File: config.mk
export PLATFORM = sky130hd
export DESIGN_NAME = rsa_modexp
export DESIGN_NICKNAME = d
export VERILOG_FILES = /design/src/rtl/rsa_modexp.sv
export SDC_FILE = /design/constraint.sdc
export NUM_CORES = 2
export LEC_CHECK = 0
export ABC_AREA = 1
export CORE_MARGIN = 3
export CORE_UTILIZATION = 50
export DETAILED_ROUTE_END_ITERATION = 10
export PLACE_DENSITY_LB_ADDON = 0.2
export SLEW_MARGIN = 20
export SYNTH_ARGS = -nofsm -noshare
export SYNTH_HDL_FRONTEND = slang
export SYNTH_SLANG_ARGS = --single-unit
File: constraint.sdc
create_clock -name clk -period 16.9 [get_ports clk]
set_input_delay 1.69 -clock clk [delete_from_list [all_inputs] [get_ports clk]]
set_output_delay 1.69 -clock clk [all_outputs]
set_load 0.02 [all_outputs]
File: src/rtl/rsa_modexp.sv
// Sequential modular exponentiation: result = base^exponent mod modulus, right-to-left
// square-and-multiply over a bit-serial shift-add modmul. Optional macro: RSA_MODEXP_CYCLE_COUNT_EN.
module rsa_modexp #(
    parameter int WIDTH = 64
) (
    input  logic             clk,
    input  logic             reset,
    input  logic             start_compute,
    input  logic [WIDTH-1:0] base,
    input  logic [WIDTH-1:0] exponent,
    input  logic [WIDTH-1:0] modulus,
    output logic [WIDTH-1:0] result,
    output logic             done_compute,
    output logic             busy,
    output logic             error
`ifdef RSA_MODEXP_CYCLE_COUNT_EN
    ,
    output logic [31:0]      cycle_count
`endif
);

    localparam int CW = (WIDTH > 1) ? $clog2(WIDTH) : 1;

    typedef enum logic [2:0] {
        S_IDLE, S_LOAD, S_REDUCE, S_CHECK, S_MUL_RES, S_MUL_SQR, S_DONE
    } state_t;

    state_t           state, state_nxt;
    logic [WIDTH-1:0] n_q, ex_q, b_q, acc_q, y_q;
    logic [WIDTH:0]   r_q;
    logic [CW-1:0]    cnt_q;

    logic [WIDTH-1:0] x_sel;
    logic [WIDTH:0]   r_dbl, r_dbl_red, r_add, r_add_red, r_next;
    logic             mm_last;

    // One modmul step: r = 2r mod n, then (+x mod n) when the scanned multiplier bit is set.
    always_comb begin
        x_sel = (state == S_MUL_RES) ? acc_q :
                (state == S_MUL_SQR) ? b_q   : WIDTH'(1);
        r_dbl     = {r_q[WIDTH-1:0], 1'b0};
        r_dbl_red = (r_dbl >= {1'b0, n_q}) ? r_dbl - {1'b0, n_q} : r_dbl;
        r_add     = r_dbl_red + {1'b0, x_sel};
        r_add_red = (r_add >= {1'b0, n_q}) ? r_add - {1'b0, n_q} : r_add;
        r_next    = y_q[WIDTH-1] ? r_add_red : r_dbl_red;
        mm_last   = (cnt_q == CW'(WIDTH - 1));
    end

    // NOTE: sequential state uses non-blocking assignments so every register samples pre-edge values.
    always_ff @(posedge clk or posedge reset) begin
        if (reset) state <= S_IDLE;
        else       state <= state_nxt;
    end

    // NOTE: every output of this block gets a default first, so no path can infer a latch.
    always_comb begin
        state_nxt = state;
        case (state)
            S_IDLE:    if (start_compute) state_nxt = S_LOAD;
            S_LOAD:    state_nxt = (n_q < WIDTH'(2)) ? S_DONE : S_REDUCE;
            S_REDUCE:  if (mm_last) state_nxt = S_CHECK;
            S_CHECK: begin
                if (ex_q == '0)   state_nxt = S_DONE;
                else if (ex_q[0]) state_nxt = S_MUL_RES;
                else              state_nxt = S_MUL_SQR;
            end
            S_MUL_RES: if (mm_last) state_nxt = S_MUL_SQR;
            S_MUL_SQR: if (mm_last) state_nxt = S_CHECK;
            S_DONE:    if (!start_compute) state_nxt = S_IDLE;
            default:   state_nxt = S_IDLE;
        endcase
    end

    assign busy         = (state != S_IDLE) && (state != S_DONE);
    assign done_compute = (state == S_DONE);

    always_ff @(posedge clk or posedge reset) begin
        if (reset) begin
            n_q    <= '0;
            ex_q   <= '0;
            b_q    <= '0;
            acc_q  <= '0;
            y_q    <= '0;
            r_q    <= '0;
            cnt_q  <= '0;
            result <= '0;
            error  <= 1'b0;
        end else begin
            case (state)
                S_IDLE: if (start_compute) begin
                    n_q   <= modulus;
                    ex_q  <= exponent;
                    y_q   <= base;
                    r_q   <= '0;
                    cnt_q <= '0;
                end
                S_LOAD: begin
                    error  <= (n_q < WIDTH'(2));
                    result <= '0;
                    acc_q  <= WIDTH'(1);
                end
                S_CHECK: begin
                    if (ex_q == '0) result <= acc_q;
                    y_q   <= b_q;
                    r_q   <= '0;
                    cnt_q <= '0;
                end
                S_REDUCE, S_MUL_RES, S_MUL_SQR: begin
                    r_q   <= r_next;
                    y_q   <= y_q << 1;
                    cnt_q <= cnt_q + CW'(1);
                    if (mm_last) begin
                        r_q   <= '0;
                        cnt_q <= '0;
                        case (state)
                            S_REDUCE:  b_q <= r_next[WIDTH-1:0];
                            S_MUL_RES: begin
                                acc_q <= r_next[WIDTH-1:0];
                                y_q   <= b_q;
                            end
                            default: begin
                                b_q  <= r_next[WIDTH-1:0];
                                ex_q <= ex_q >> 1;
                            end
                        endcase
                    end
                end
                default: ;
            endcase
        end
    end

`ifdef RSA_MODEXP_CYCLE_COUNT_EN
    always_ff @(posedge clk or posedge reset) begin
        if (reset)                           cycle_count <= '0;
        else if (state == S_LOAD)            cycle_count <= '0;
        else if (busy && (cycle_count != '1)) cycle_count <= cycle_count + 32'd1;
    end
`endif

endmodule

# Word level (Yosys, flattened, before mapping)
# Index checks and enable logic that the tools add are counted.
[op_classes]
bitwise = 1
addsub = 4
n_eq_ne = 16
reduce_logical = 18
n_mux = 32
magnitude_cmp = 3
[ops]
columns = ["op", "n"]
rows = [
  ["$mux W64", 15],
  ["$pmux W64 S2", 3],
  ["$pmux W64 S3", 2],
  ["$ge A65 B64 Y1", 2],
  ["$add A65 B64 Y65", 1],
  ["$mux W65", 1],
  ["$sub A65 B64 Y65", 1],
  ["$logic_not A64 Y1", 1],
  ["$lt A64 B2 Y1 const B", 1],
  ["$sub A64 B64 Y64", 1],
  ["$pmux W3 S6", 1],
  ["$pmux W6 S3", 1],
  ["$mux W3", 5],
  ["$ne A2 B2 Y1 const B", 7],
  ["$mux W6", 2],
  ["$eq A3 B3 Y1 const B", 3],
  ["$reduce_and A4 Y1", 2],
  ["$add A6 B1 Y6 const B", 1],
  ["$eq A3 B2 Y1 const B", 2],
  ["$eq A6 B6 Y1 const B", 1],
  ["$reduce_and A2 Y1", 3],
  ["$reduce_and A3 Y1", 2],
  ["$reduce_bool A2 Y1", 3],
  ["$reduce_bool A3 Y1", 2],
  ["other kinds (10)", 11],
]
[totals]
inputBits = 195
out_inout_bits = 67
word_cells = 84
regBits = 458

# Logic depth before layout (Yosys ltp)
[depth]
word_depth = 10
depth_mapped = 54
mapped_depth_nobuf = 50

# Least setup slack after synthesis
# OpenSTA, ideal clock, no wires.
[synth_path]
path_kind = "register to register"
start = "register n_q[1]"
end = "register b_q[9]"
path_slack_ns = 11.322
setup_time_ns = 0.130
stages_incl_launch_ff = 45
path_buffers = 4
t_arrival_ns = 5.448
path_cell_list = "dfrtp_1 -> inv_1 -> ha_1 -> nand2_1 -> nor2_1 -> nand3_1 -> nand3_2 -> nand2_1 -> nand2_2 -> nand2_1 -> nand3_2 -> nand2_2 -> nand2_4 -> inv_2 -> buf_6 -> buf_6 -> nor2_1 -> ha_1 -> [9 not listed] -> o211ai_1 -> xor2_1 -> ha_1 -> nand2_1 -> nor2_1 -> inv_1 -> nor2_1 -> inv_1 -> nor4_1 -> nand2_1 -> nand2_1 -> nand2_1 -> buf_2 -> buf_2 -> nand4_1 -> nand3_1 -> nand3_1 -> o21ai_1"
[synth_between]
elab_chain_cells = 6
word_cells_on_any_way = 8
[synth_rtl]
columns = ["element", "line", "rtl"]
rows = [
  ["from (decl)", "29", "logic [WIDTH-1:0] n_q, ex_q, b_q, acc_q, y_q;"],
  ["from (signal assigned)", "91", "n_q <= modulus;"],
  ["$sub A65 B64 Y65 / $ge A65 B64 Y1 (equally long branches)", "42", "r_dbl_red = (r_dbl >= {1'b0, n_q}) ? r_dbl - {1'b0, n_q} : r_dbl;"],
  ["$mux W65", "42", ""],
  ["$add A65 B64 Y65", "43", "r_add = r_dbl_red + {1'b0, x_sel};"],
  ["$sub A64 B64 Y64 / $ge A65 B64 Y1 (equally long branches)", "44", "r_add_red = (r_add >= {1'b0, n_q}) ? r_add - {1'b0, n_q} : r_add;"],
  ["$mux W64", "44", ""],
  ["$mux W64 *", "45", "r_next = y_q[WIDTH-1] ? r_add_red : r_dbl_red;"],
  ["to (signal assigned)", "116", "S_REDUCE: b_q <= r_next[WIDTH-1:0];"],
  ["to (signal assigned)", "122", "b_q <= r_next[WIDTH-1:0];"],
  ["to (decl)", "29", ""],
]
# Every way passes the cells marked *; elsewhere a longest branch is shown, timed or not.
# A chain may end at the register's enable or synchronous reset.

# Worst setup path after layout
[layout_path]
start = "register n_q[14]"
end = "register r_q[6]"
[layout_between]
elab_chain_cells = 8
word_cells_on_any_way = 10
[layout_rtl]
columns = ["element", "line", "rtl"]
rows = [
  ["$sub A65 B64 Y65 / $ge A65 B64 Y1 (equally long branches)", "42", ""],
  ["$mux W65", "42", ""],
  ["$add A65 B64 Y65", "43", ""],
  ["$ge A65 B64 Y1 / $sub A64 B64 Y64 (equally long branches)", "44", ""],
  ["$mux W64", "44", ""],
  ["$mux W64 *", "45", ""],
  ["$mux W64 *", "112", "if (mm_last) begin"],
  ["$pmux W64 S3 *", "89", "case (state)"],
  ["to (signal assigned)", "109", "r_q <= r_next;"],
  ["to (decl)", "30", "logic [WIDTH:0] r_q;"],
]
# Marks and branches as above.

==> impl_metrics.env <==
export IMPL_final_nets=6100
export IMPL_cts_hold_buffers=0
export IMPL_p_per_area_nw_per_um2=243
export IMPL_seq_area_frac_synth=0.312
export IMPL_synthDominantCellAreaShare=0.312
export IMPL_max_clock_freq_mhz=99.3
export IMPL_drive_above_1_share=0.0381
export IMPL_antenna_found_initial=9
export IMPL_critical_path_class="reg2reg"
export IMPL_cp_slowest_cell="xor2_1"
export IMPL_cpPeakStageDelay_ns=0.74
export IMPL_cts_resized=0
export IMPL_path_clk_slew_ns=0.06
export IMPL_synth_cell_area_um2=36700
export IMPL_finalSetupViolCount=0
export IMPL_cts_buffers_inserted=53
export IMPL_drt_initial_drc_count=5213
export IMPL_synth_seq_cells=458
export IMPL_clockBufferDepth=3
export IMPL_endpoint_kind="flop"
export IMPL_gp_congestion=1.08
export IMPL_rsz0062_at_grt="false"
export IMPL_yosysWarnings=0
export IMPL_synth_area_per_cell_um2=6.59
export IMPL_grt_usage=0.409
export IMPL_placed_area_um2=39900
export IMPL_rows=98
export IMPL_cp_data_required_time_ns=17.35
export IMPL_grt_pass1_wl_mm=238
export IMPL_dieHeight_um=277
export IMPL_postCtsSetupBuffers=0
export IMPL_tns_ns=0
export IMPL_vias=40300
export IMPL_slew_viol_final=0
export IMPL_clock_sinks=458
export IMPL_synth_nets=5962
export IMPL_core_um2=72100
export IMPL_wirelength_mm=163
export IMPL_critPathMostFrequentCell="nand2_1"
export IMPL_skew_ns=0.0297
export IMPL_start_util=0.509
export IMPL_hpwl_mm=131
export IMPL_cts_root_buffer="clkbuf_16"
export IMPL_tightest_slew_ns=1.08
export IMPL_syn_to_final_growth_pct=13.9
export IMPL_postLayoutCellArea_um2=41800
export IMPL_hold_path_class="reg2reg"
export IMPL_yosysTopAreaCell="dfrtp_1"
export IMPL_syn_instance_count=5571
export IMPL_timing_hold_violations_final=0
export IMPL_worstPathArrival_ns=10.52
export IMPL_multi_input_area_um2=21500
export IMPL_drc_errors=0
export IMPL_gr_total_overflow=0
export IMPL_relSlewSlack=0.278
export IMPL_drtPass1Iterations=7
export IMPL_seqCellArea_um2=11500
export IMPL_wire_per_inst_um=24.3
export IMPL_cp_max_fo=84
export IMPL_io_pins=262
export IMPL_grt_max_degree=130
export IMPL_drtAntennaViolNets=0
export IMPL_cts_tree="yes"
export IMPL_irDropWorstVdd_mv=0.226
export IMPL_fin_crit_sh=0.596
export IMPL_start_kind="flop"
export IMPL_die_area_um2=76700
export IMPL_status="completed"
export IMPL_min_period_ns=10.07
export IMPL_fillers=7058
export IMPL_synth_distinct_cells=50
export IMPL_clk_latency_ns=0.62
export IMPL_leakagePower_nw=19.8
export IMPL_viasPerCell=6.02
export IMPL_cap_viol_max_count=0
export IMPL_grt_pass1_vias=37800
export IMPL_htree_num_levels=2
export IMPL_portBuffers=261
export IMPL_die_w_um=277
export IMPL_synthTopCellsByArea="dfrtp_1 (31%), nand2_1 (12%), inv_1 (7.7%)"
==> kinds of logic after synthesis <==
logic type | count (synthesis) | share of synthesized area
buf+inv | 980 | 0.105
simple gates | 2696 | 0.314
compound gates | 1101 | 0.168
flops | 458 | 0.312
fa+ha+maj | 196 | 0.0674
xor+xnor | 140 | 0.0334
==> cells in the final DEF (no fill, tap or decap), types with 106 or more instances in the layout <==
cell and count:
nand2_1 1201, clkdlybuf4s50_1 261, o21ai_0 331, nand3_1 522
a21oi_1 341, inv_1 746, nand4_1 110, ha_1 193
nor2_1 686, dfrtp_1 457, o21ai_1 106
==> cells in the mapped netlist (all sizes together) <==
cell type,n
a211o,2
a211oi,2
a21boi,11
a21o,29
a21oi,341
a22o,1
a31oi,72
a32o,1
and2,2
and3,3
buf,69
clkbuf,142
clkinv,2
dfrtp,458
fa,3
ha,193
inv,767
nand2,1216
nand3,545
nand3b,13
nand4,110
nor2,696
nor3,34
nor4,33
o2111a,1
o2111ai,2
o211a,2
o211ai,79
o21a,12
o21ai,437
o21bai,41
o22ai,65
o31ai,2
o41ai,1
or2,44
xnor2,53
xor2,87
==> per-stage QoR <==
step                      instances  utilization  setup WS (ns)  hold WS (ns)  power [mW]
after floorplan                5571            -           2.44         0.444        6.07
after global placement         6604        0.553           7.24         0.458        8.47
after detailed placement       6604        0.553           7.28         0.463        8.49
after CTS                      6702        0.579           7.24         0.470        9.78
after global routing           6702        0.579           6.39         0.499        10.7
final                          6704        0.579           6.83         0.468        10.2
==> state kept, by name (all words and copies together), names as in the netlist <==
name	flops
acc_q	64
b_q	64
cnt_q	6
error	1
ex_q	64
n_q	64
r_q	64
result	64
state	3
y_q	64
==> critical path: cells and delay by family (launching register included) <==
family | cells | cell delay [ns]
flops | 1 | 0.34
buf+inv | 5 | 1.89
compound gates | 9 | 2.25
fa+ha+maj | 3 | 1.40
simple gates | 23 | 3.17
xor+xnor | 1 | 0.74
==> power by group <==
group	internal (mW)	switching, mW	leakage [nW]
clock network	0.757	0.504	0.923
logic	1.93	5.39	13.1
registers	1.41	0.164	5.83
==> path summary, 6_finish.rpt <==
kind                          start  endpoint  slack, ns  depth (start not counted)
setup / recovery            n_q[14]    r_q[6]       6.83                         41
hold / removal             cnt_q[3]  cnt_q[3]       0.47                          1
setup reg to reg            n_q[14]    r_q[6]       6.83                         41
hold reg to reg            cnt_q[3]  cnt_q[3]       0.47                          1
max in group asynchronous     reset   b_q[12]      12.88                          4
min in group asynchronous     reset    y_q[4]       1.59                          2
==> final cells by class <==
| type | instances | area share |
|---|---|---|
| repair buffers | 294 | 0.0686 |
| multi-input cells | 4133 | 0.514 |
| flip-flops and latches | 458 | 0.274 |
| clock inverters | 23 | 0.00824 |
| inverters | 769 | 0.0695 |
| clock buffers | 75 | 0.0369 |
| diodes | 2 | 0.000120 |
| well taps | 950 | 0.0285 |
==> per-layer routing <==
metal,global-route usage,up-vias,wire [um]
li1,-,18700,-
met1,0.575,18900,67900
met2,0.591,2420,66600
met3,0.126,313,21300
met4,0.147,10,6850
met5,0,-,61
Power figures use the tool's default switching activity.
